### src/rtl/wb_interconnect_arb_wrr_if.sv
// Request/grant bundle between Wishbone initiators and the weighted round-robin arbiter.
// master = initiator/target side that drives req/weight/ack; slave = the arbiter.
interface wb_interconnect_arb_wrr_if #(
   parameter int N_REQ    = 4,
   parameter int WEIGHT_W = 4,
   parameter int IDX_W    = (N_REQ > 1) ? $clog2(N_REQ) : 1
);
   logic [N_REQ-1:0]          req;
   logic [N_REQ*WEIGHT_W-1:0] weight;
   logic                      ack;
   logic [N_REQ-1:0]          gnt;
   logic [IDX_W-1:0]          gnt_idx;
   logic                      gnt_valid;
   logic                      timeout;

   modport master (
      output req, weight, ack,
      input  gnt, gnt_idx, gnt_valid, timeout
   );

   modport slave (
      input  req, weight, ack,
      output gnt, gnt_idx, gnt_valid, timeout
   );
endinterface

### src/rtl/wb_interconnect_arb_wrr.sv
// Weighted round-robin Wishbone arbiter: 1-cycle req->gnt, grant held for up to weight acked
// transfers, one idle turnaround cycle per release; optional watchdog under ARB_TIMEOUT_EN.
module wb_interconnect_arb_wrr #(
   parameter int N_REQ    = 4,
   parameter int WEIGHT_W = 4,
   parameter int IDX_W    = (N_REQ > 1) ? $clog2(N_REQ) : 1,
   parameter int TIMEOUT  = 256
) (
   input  logic                     clock,
   input  logic                     reset,
   wb_interconnect_arb_wrr_if.slave bus
);
   typedef enum logic {IDLE, GRANT} state_t;

   state_t              r_state, w_state_nxt;
   logic [IDX_W-1:0]    r_last, w_last_nxt;
   logic [WEIGHT_W-1:0] r_quota, w_quota_nxt;
   logic [IDX_W-1:0]    w_win, w_cand;
   logic                w_any;
   logic [WEIGHT_W-1:0] w_wsel;
   logic                w_own_req;
   logic                w_release;
`ifdef ARB_TIMEOUT_EN
   localparam int TO_W = (TIMEOUT > 1) ? $clog2(TIMEOUT) : 1;
   logic [TO_W-1:0]     r_wdog, w_wdog_nxt;
   logic                r_timeout, w_to_fire;
`endif

   // Search starts one past the previous owner so the last winner goes to the back.
   always_comb begin
      w_win  = '0;
      w_any  = 1'b0;
      w_cand = '0;
      for (int k = N_REQ; k >= 1; k--) begin
         w_cand = IDX_W'((int'(r_last) + k) % N_REQ);
         if (bus.req[w_cand]) begin
            w_any = 1'b1;
            w_win = w_cand;
         end
      end
      w_wsel    = bus.weight[int'(w_win)*WEIGHT_W +: WEIGHT_W];
      w_own_req = bus.req[r_last];
   end

   always_ff @(posedge clock) begin
      if (reset) begin
         r_state <= IDLE;
         r_last  <= IDX_W'(N_REQ - 1);
         r_quota <= '0;
`ifdef ARB_TIMEOUT_EN
         r_wdog    <= '0;
         r_timeout <= 1'b0;
`endif
      end else begin
         r_state <= w_state_nxt;
         r_last  <= w_last_nxt;
         r_quota <= w_quota_nxt;
`ifdef ARB_TIMEOUT_EN
         r_wdog    <= w_wdog_nxt;
         r_timeout <= w_to_fire;
`endif
      end
   end

   always_comb begin
      w_state_nxt = r_state;
      w_last_nxt  = r_last;
      w_quota_nxt = r_quota;
      w_release   = 1'b0;
`ifdef ARB_TIMEOUT_EN
      w_wdog_nxt = r_wdog;
      w_to_fire  = 1'b0;
`endif
      case (r_state)
         IDLE: begin
            if (w_any) begin
               w_state_nxt = GRANT;
               w_last_nxt  = w_win;
               w_quota_nxt = (w_wsel == '0) ? WEIGHT_W'(1) : w_wsel;
`ifdef ARB_TIMEOUT_EN
               w_wdog_nxt = '0;
`endif
            end
         end
         GRANT: begin
            if (bus.ack)
               w_quota_nxt = r_quota - WEIGHT_W'(1);
            // A counted ack and a dropped req both release; either beats the watchdog.
            w_release = !w_own_req || (bus.ack && r_quota == WEIGHT_W'(1));
`ifdef ARB_TIMEOUT_EN
            w_wdog_nxt = bus.ack ? '0 : r_wdog + TO_W'(1);
            w_to_fire  = !w_release && !bus.ack && (r_wdog == TO_W'(TIMEOUT - 1));
            w_release  = w_release || w_to_fire;
`endif
            if (w_release) begin
               w_state_nxt = IDLE;
               w_quota_nxt = '0;
            end
         end
         default: w_state_nxt = IDLE;
      endcase
   end

   // In GRANT the last owner is the current owner, so grant outputs decode from it directly.
   always_comb begin
      bus.gnt       = '0;
      bus.gnt_idx   = '0;
      bus.gnt_valid = 1'b0;
      if (r_state == GRANT) begin
         bus.gnt[r_last] = 1'b1;
         bus.gnt_idx     = r_last;
         bus.gnt_valid   = 1'b1;
      end
`ifdef ARB_TIMEOUT_EN
      bus.timeout = r_timeout;
`else
      bus.timeout = 1'b0;
`endif
   end
endmodule

### src/flat_wrapper.sv
// flat-port wrapper written by rule: the top's interface ports become plain ports
module wb_interconnect_arb_wrr_flat 
#(
   parameter int N_REQ    = 4,
   parameter int WEIGHT_W = 4,
   parameter int IDX_W    = (N_REQ > 1) ? $clog2(N_REQ) : 1,
   parameter int TIMEOUT  = 256
)
  (clock, reset, bus_req, bus_weight, bus_ack, bus_gnt, bus_gnt_idx, bus_gnt_valid, bus_timeout);
  wb_interconnect_arb_wrr_if #(.N_REQ(N_REQ), .WEIGHT_W(WEIGHT_W), .IDX_W(IDX_W)) bus_i ();
  input  logic clock;
  input  logic reset;
  input wire logic [$bits(bus_i.req)-1:0] bus_req;
  input wire logic [$bits(bus_i.weight)-1:0] bus_weight;
  input wire logic [$bits(bus_i.ack)-1:0] bus_ack;
  output wire logic [$bits(bus_i.gnt)-1:0] bus_gnt;
  output wire logic [$bits(bus_i.gnt_idx)-1:0] bus_gnt_idx;
  output wire logic [$bits(bus_i.gnt_valid)-1:0] bus_gnt_valid;
  output wire logic [$bits(bus_i.timeout)-1:0] bus_timeout;
  assign bus_i.req = bus_req;
  assign bus_i.weight = bus_weight;
  assign bus_i.ack = bus_ack;
  assign bus_gnt = bus_i.gnt;
  assign bus_gnt_idx = bus_i.gnt_idx;
  assign bus_gnt_valid = bus_i.gnt_valid;
  assign bus_timeout = bus_i.timeout;
  wb_interconnect_arb_wrr #(.N_REQ(N_REQ), .WEIGHT_W(WEIGHT_W), .IDX_W(IDX_W), .TIMEOUT(TIMEOUT)) u_core (.clock(clock), .reset(reset), .bus(bus_i));
endmodule
### config.mk
export PLATFORM = sky130hd
export DESIGN_NAME = wb_interconnect_arb_wrr_flat
export DESIGN_NICKNAME = d
export VERILOG_FILES = /design/src/rtl/wb_interconnect_arb_wrr_if.sv /design/src/rtl/wb_interconnect_arb_wrr.sv /design/src/flat_wrapper.sv
export SDC_FILE = /design/constraint.sdc
export NUM_CORES = 1
export LEC_CHECK = 0
export CORE_ASPECT_RATIO = 1.2
export CORE_MARGIN = 1.5
export CORE_UTILIZATION = 45
export CTS_BUF_LIST = sky130_fd_sc_hd__clkbuf_16
export DETAILED_ROUTE_END_ITERATION = 16
export PLACE_DENSITY = 0.83
export SLEW_MARGIN = 5
export SYNTH_ARGS = -nofsm -noshare
export SYNTH_HDL_FRONTEND = slang
export SYNTH_SLANG_ARGS = --single-unit
### constraint.sdc
create_clock -name clock -period 3.6 [get_ports clock]
set_input_delay 0.72 -clock clock [delete_from_list [all_inputs] [get_ports clock]]
set_output_delay 0.72 -clock clock [all_outputs]
set_load 0.01 [all_outputs]
## Yosys cells after proc, flatten, opt, wreduce, memory -nomap -nowiden

Cells that the tools add are included.

| cells by class | value |
|---|---|
| $add $sub $neg | 5 |
| order comparisons | 6 |
| equal/unequal tests | 3 |
| shifts and indexed selects | 1 |
| mux-type cells | 31 |
| bitwise logic cells | 1 |
| reduce and logical (&&, ||, !) cells | 7 |

Operators with widths:

| operator | count |
|---|---|
| $mux W4 | 5 |
| $shiftx A16 B5 Y4 | 1 |
| $lt A2 B3 Y1 const B | 5 |
| $mux W1 | 13 |
| $bmux W1 S2 | 5 |
| $mux W2 | 5 |
| $pmux W4 S2 | 1 |
| $add A2 B1 Y2 const B | 2 |
| $add A2 B2 Y2 const B | 2 |
| $eq A4 B1 Y1 const B | 1 |
| $logic_not A4 Y1 | 1 |
| $reduce_and A2 Y1 | 2 |
| $sub A4 B1 Y4 const B | 1 |
| $ne A3 B3 Y1 const B | 1 |
| $demux W1 S2 | 1 |
| $ge A2 B1 Y1 const B | 1 |
| $logic_and A1 B1 Y1 | 2 |
| $ne A2 B1 Y1 const B | 1 |
| $pmux W1 S2 | 1 |
| $logic_not A1 Y1 | 1 |
| $logic_or A1 B1 Y1 | 1 |
| $not A1 Y1 | 1 |

| word-level totals | value |
|---|---|
| flip-flop bits (word level) | 7 |
| input port bits | 23 |
| output and inout bits | 8 |
| logic and storage cells | 57 |

## Logic depth before layout (Yosys ltp)

| depth | value |
|---|---|
| depth after elaboration | 12 |
| depth in mapped cells | 10 |

## Worst setup path before layout

OpenSTA, ideal clock, no wires.

| timing | value |
|---|---|
| path kind | input to register |
| start | input bus_req[1] |
| end | register u_core.r_quota[2] |
| arrival time | 2360 ps |
| slack | 1122 ps |
| cell stages on the path | 7 |
| buffers on the path | 1 |
| path through | mux4_2 > a21oi_1 > a311o_1 > buf_6 > mux4_2 > a221oi_2 > nor2_1 |

| on the way | value |
|---|---|
| word-level cells in the longest chain between the ends | 11 |
| elaborated cells between the ends (all ways) | 29 |

Ends and longest elaborated chain:

| element | RTL line | text |
|---|---|---|
| start: declaration | flat_wrapper.sv:13 | `input wire logic [$bits(bus_i.req)-1:0] bus_req;` |
| $bmux W1 S2 | wb_interconnect_arb_wrr.sv:36 | `if (bus.req[w_cand]) begin` |
| $mux W1 (implied by the code) | wb_interconnect_arb_wrr.sv:36 |  |
| $mux W2 (4 in series) | wb_interconnect_arb_wrr.sv:36 |  |
| $shiftx A16 B5 Y4 | wb_interconnect_arb_wrr.sv:41 | `w_wsel = bus.weight[int'(w_win)*WEIGHT_W +: WEIGHT_W];` |
| $logic_not A4 Y1 | wb_interconnect_arb_wrr.sv:79 | `w_quota_nxt = (w_wsel == '0) ? WEIGHT_W'(1) : w_wsel;` |
| $mux W4 | wb_interconnect_arb_wrr.sv:79 |  |
| $mux W4 | wb_interconnect_arb_wrr.sv:76 | `if (w_any) begin` |
| $pmux W4 S2 | wb_interconnect_arb_wrr.sv:74 | `case (r_state)` |
| end signal: assignment | wb_interconnect_arb_wrr.sv:57 | `r_quota <= w_quota_nxt;` |
| end: declaration | wb_interconnect_arb_wrr.sv:17 | `logic [WEIGHT_W-1:0] r_quota, w_quota_nxt;` |

Several ways; a longest one is shown, not always the timed one. The select of a mux whose other input is x is not followed.
A chain may end at the register's enable or synchronous reset.

## Worst setup path in the final report

| timing | value |
|---|---|
| start | input bus_req[2] |
| end | register u_core.r_quota[2] |

Same word-level chain as after synthesis.

==> impl_results.md <==
* Clock Sinks at 7
* Number of global-route vias before repair at 753
* Non-filler cells, final at 139
* Root Buffer: clkbuf_16
* Final period demand of the worst path at 3080 ps
* Post-layout util at 0.703
* Fill cells at 146
* Final wirelength at 1960 um
* Crit share post-route at 0.855
* CP arrival at 3190 ps
* Switching power total at 0.161 mW
* DIE HEIGHT at 50.5 um
* Gr usage total at 0.199
* Slowest-stage cell, CP: mux4_2
* Top delay family on crit path: multiplexers
* Critical R2R Capture: u_core.r_quota[0]
* Switch share at 0.312
* Worst EP required at 3710 ps
* Dpl cells at 135
* Wirelength per Cell at 14.1 um
* GP Congestion at 0.737
* Worst Path Max Fanout at 8
* Post-synthesis cell count at 93
* Core area at 1700 um2
* Multi-input logic area at 641 um2
* Post-synth EDFFs at 0
* Post-DP Area at 1120 um2
* Final instance area at 1200 um2
* H-tree depth at 1
* CTS Buf Count at 3
* Crit end category: flip-flop
* Most common cell after layout, fill and taps aside: clkdlybuf4s50_1
* Kind of critical path: in2reg
* Avg Inst Size Synth at 9.08 um2
* 1st-pass router iterations at 4
* CP cell instances: clkdlybuf4s50_1 > mux4_2 > a21oi_1 > a311o_1 > mux4_2 > a221oi_2 > nor2_1
* Main synth FF type: dfxtp_1
* Die ar. at 2150 um2
* Reg2reg start: u_core.r_last[0]
* Hold Path Stages at 2
* FF+latch count, synth at 7
* Post-DP HPWL at 1520 um
* Most frequent cells in the layout: 29 x clkdlybuf4s50_1, 13 x nor2_1, 7 x dfxtp_1
* Final Hold Vio Count at 0
* Critical Path Max Stage Delay at 560 ps
* Startpoint Class: primary input
* Top cells by area, synth: dfxtp_1 17%, mux4_1 9.3%, ha_1 8.9%
* Static leakage at 0.504 nW
* Initial antenna violation count at 0
* Clk slew on worst S/H paths at 40 ps
* RSZ-0062 raised after global routing: no
* MaxCap Viol Count at 0
* Hold_buf cts at 0
* Peak VDD IR at 190 uV
* Row count at 16
* Worst Reg2Reg Path Length in Cells at 7
* Combinational Power Share at 0.404
* CTS max path bufs at 2
* Synthesis-to-finish area growth at 41.6%
* Syn. warnings at 0
* # setup viols final at 0
* Total area of sequential cells at 140 um2
* Sequential area share after synthesis at 0.166
* Crit path top cell by count: mux4_2
* Pint at 0.356 mW
* Die X at 42.5 um
* WHS Endpoint: u_core.r_quota[1]
* Ports at 31
* Initial core utilization at 0.496
* Distinct cell type count of the synthesized netlist at 38
* Final ANT Viol Nets at 0
* Pins Over Slew Limit at 0
* Post-synth net total at 122
* Post_cts resized at 0
* HP Class: reg2reg
* Grt total ovfl at 0
* Sum of buffers and inverters on the critical path at 1
* Synth area leader: dfxtp_1
* Clock power share at 0.370
* # DRC at 0
* Fin Clk Skew at 2.53 ps
* Outcome: finished, final reports clean
* Final Power at 0.517 mW
* CTS tree: yes
* Power share of the sequential group at 0.227
* Yosys top cell area share at 0.166
* Port Buf Inserts at 29
* N_diodes at 0
* Async SR Flop Fraction at 0
* Peak Freq at 0.325 GHz
* Layout cells sized above 1 at 0.107
* Final setup margin at 522 ps
* WHS at 519 ps
* Post-CTS Setup Inserts at 0
* Worst-Skew Late Latency at 230 ps
* First-pass GRT wire length at 3320 um
* Largest net degree at the start of global routing at 15
* Setup TNS at 0 ps
* FF-to-FF setup slack at 830 ps
* Nets at 151
* Post-Syn Area at 845 um2
* Hold path start: u_core.r_quota[1]
* DR iter-0 viols at 13
* Via/cell ratio at 5.88
* Pre-CTS setup slack at 323 ps
* Via count at 818
* P per Cell Area at 432 nW/um2
==> cell type report <==
type	instances	area share
clock buffer	3	0.0628
clock inverter	1	0.00418
inverter	6	0.0188
multi-input combinational	75	0.536
sequential	7	0.117
tap	18	0.0188
timing repair buffer	29	0.243
==> how the worst max path moves through the flow <==
stage | end | slack [ps] | startpoint | cells past startpoint
global route | u_core.r_quota[2] | 400 | bus_req[2] | 7
floorplan | u_core.r_quota[2] | 1120 | bus_req[1] | 7
detailed placement | u_core.r_quota[2] | 320 | bus_req[2] | 7
finish | u_core.r_quota[2] | 520 | bus_req[2] | 7
global placement | u_core.r_quota[2] | 410 | bus_req[2] | 7
CTS | u_core.r_quota[2] | 550 | bus_req[2] | 7
==> cells by family after synthesis <==
| logic type | Yosys count | synth area share |
|---|---|---|
| other | 1 | 0.00444 |
| AND/OR/NAND/NOR | 30 | 0.193 |
| multiplexers | 11 | 0.221 |
| adder cells (fa/ha/maj) | 6 | 0.0889 |
| buffers and inverters | 11 | 0.0755 |
| AO/OA/AOI/OAI | 27 | 0.252 |
| flip-flops | 7 | 0.166 |
==> cells in the mapped netlist (2+ instances only) <==
| library cell | n |
|---|---|
| buf_6 | 2 |
| dfxtp_1 | 7 |
| mux2_2 | 2 |
| nand2_1 | 3 |
| mux4_1 | 3 |
| a21oi_1 | 2 |
| nor2_1 | 13 |
| and2_1 | 5 |
| mux4_2 | 2 |
| buf_4 | 2 |
| mux2i_1 | 4 |
| o21ai_0 | 6 |
| nor3b_1 | 3 |
| a211oi_1 | 5 |
| ha_1 | 6 |
| inv_1 | 6 |
==> sequential cells by signal (all words and copies together), names as in the netlist <==
signal          count
u_core.r_quota      4
u_core.r_last       2
u_core.r_state      1
==> metal layers <==
metal | vias to the layer above | track usage | share of wire
li1 | 408 | - | -
met1 | 388 | 0.258 | 0.47
met4 | 0 | 0.0885 | 0.0097
met5 | - | 0 | 0
met3 | 4 | 0.0360 | 0.030
met2 | 18 | 0.318 | 0.49
==> tightest hold or removal path, stage by stage (launching register included) <==
cell      delay [ps]
dfxtp_1          310
nor2_1           100
a211oi_1          50
==> power by group through the flow <==
stage	combinational [mW]	clock (mW)	sequential, mW
after floorplan	0.158	0	0.107
after global placement	0.203	0	0.117
after detailed placement	0.207	0	0.118
after CTS	0.209	0.192	0.117
after global routing	0.229	0.202	0.120
final	0.209	0.191	0.117
(Power assumes the default switching activity.)
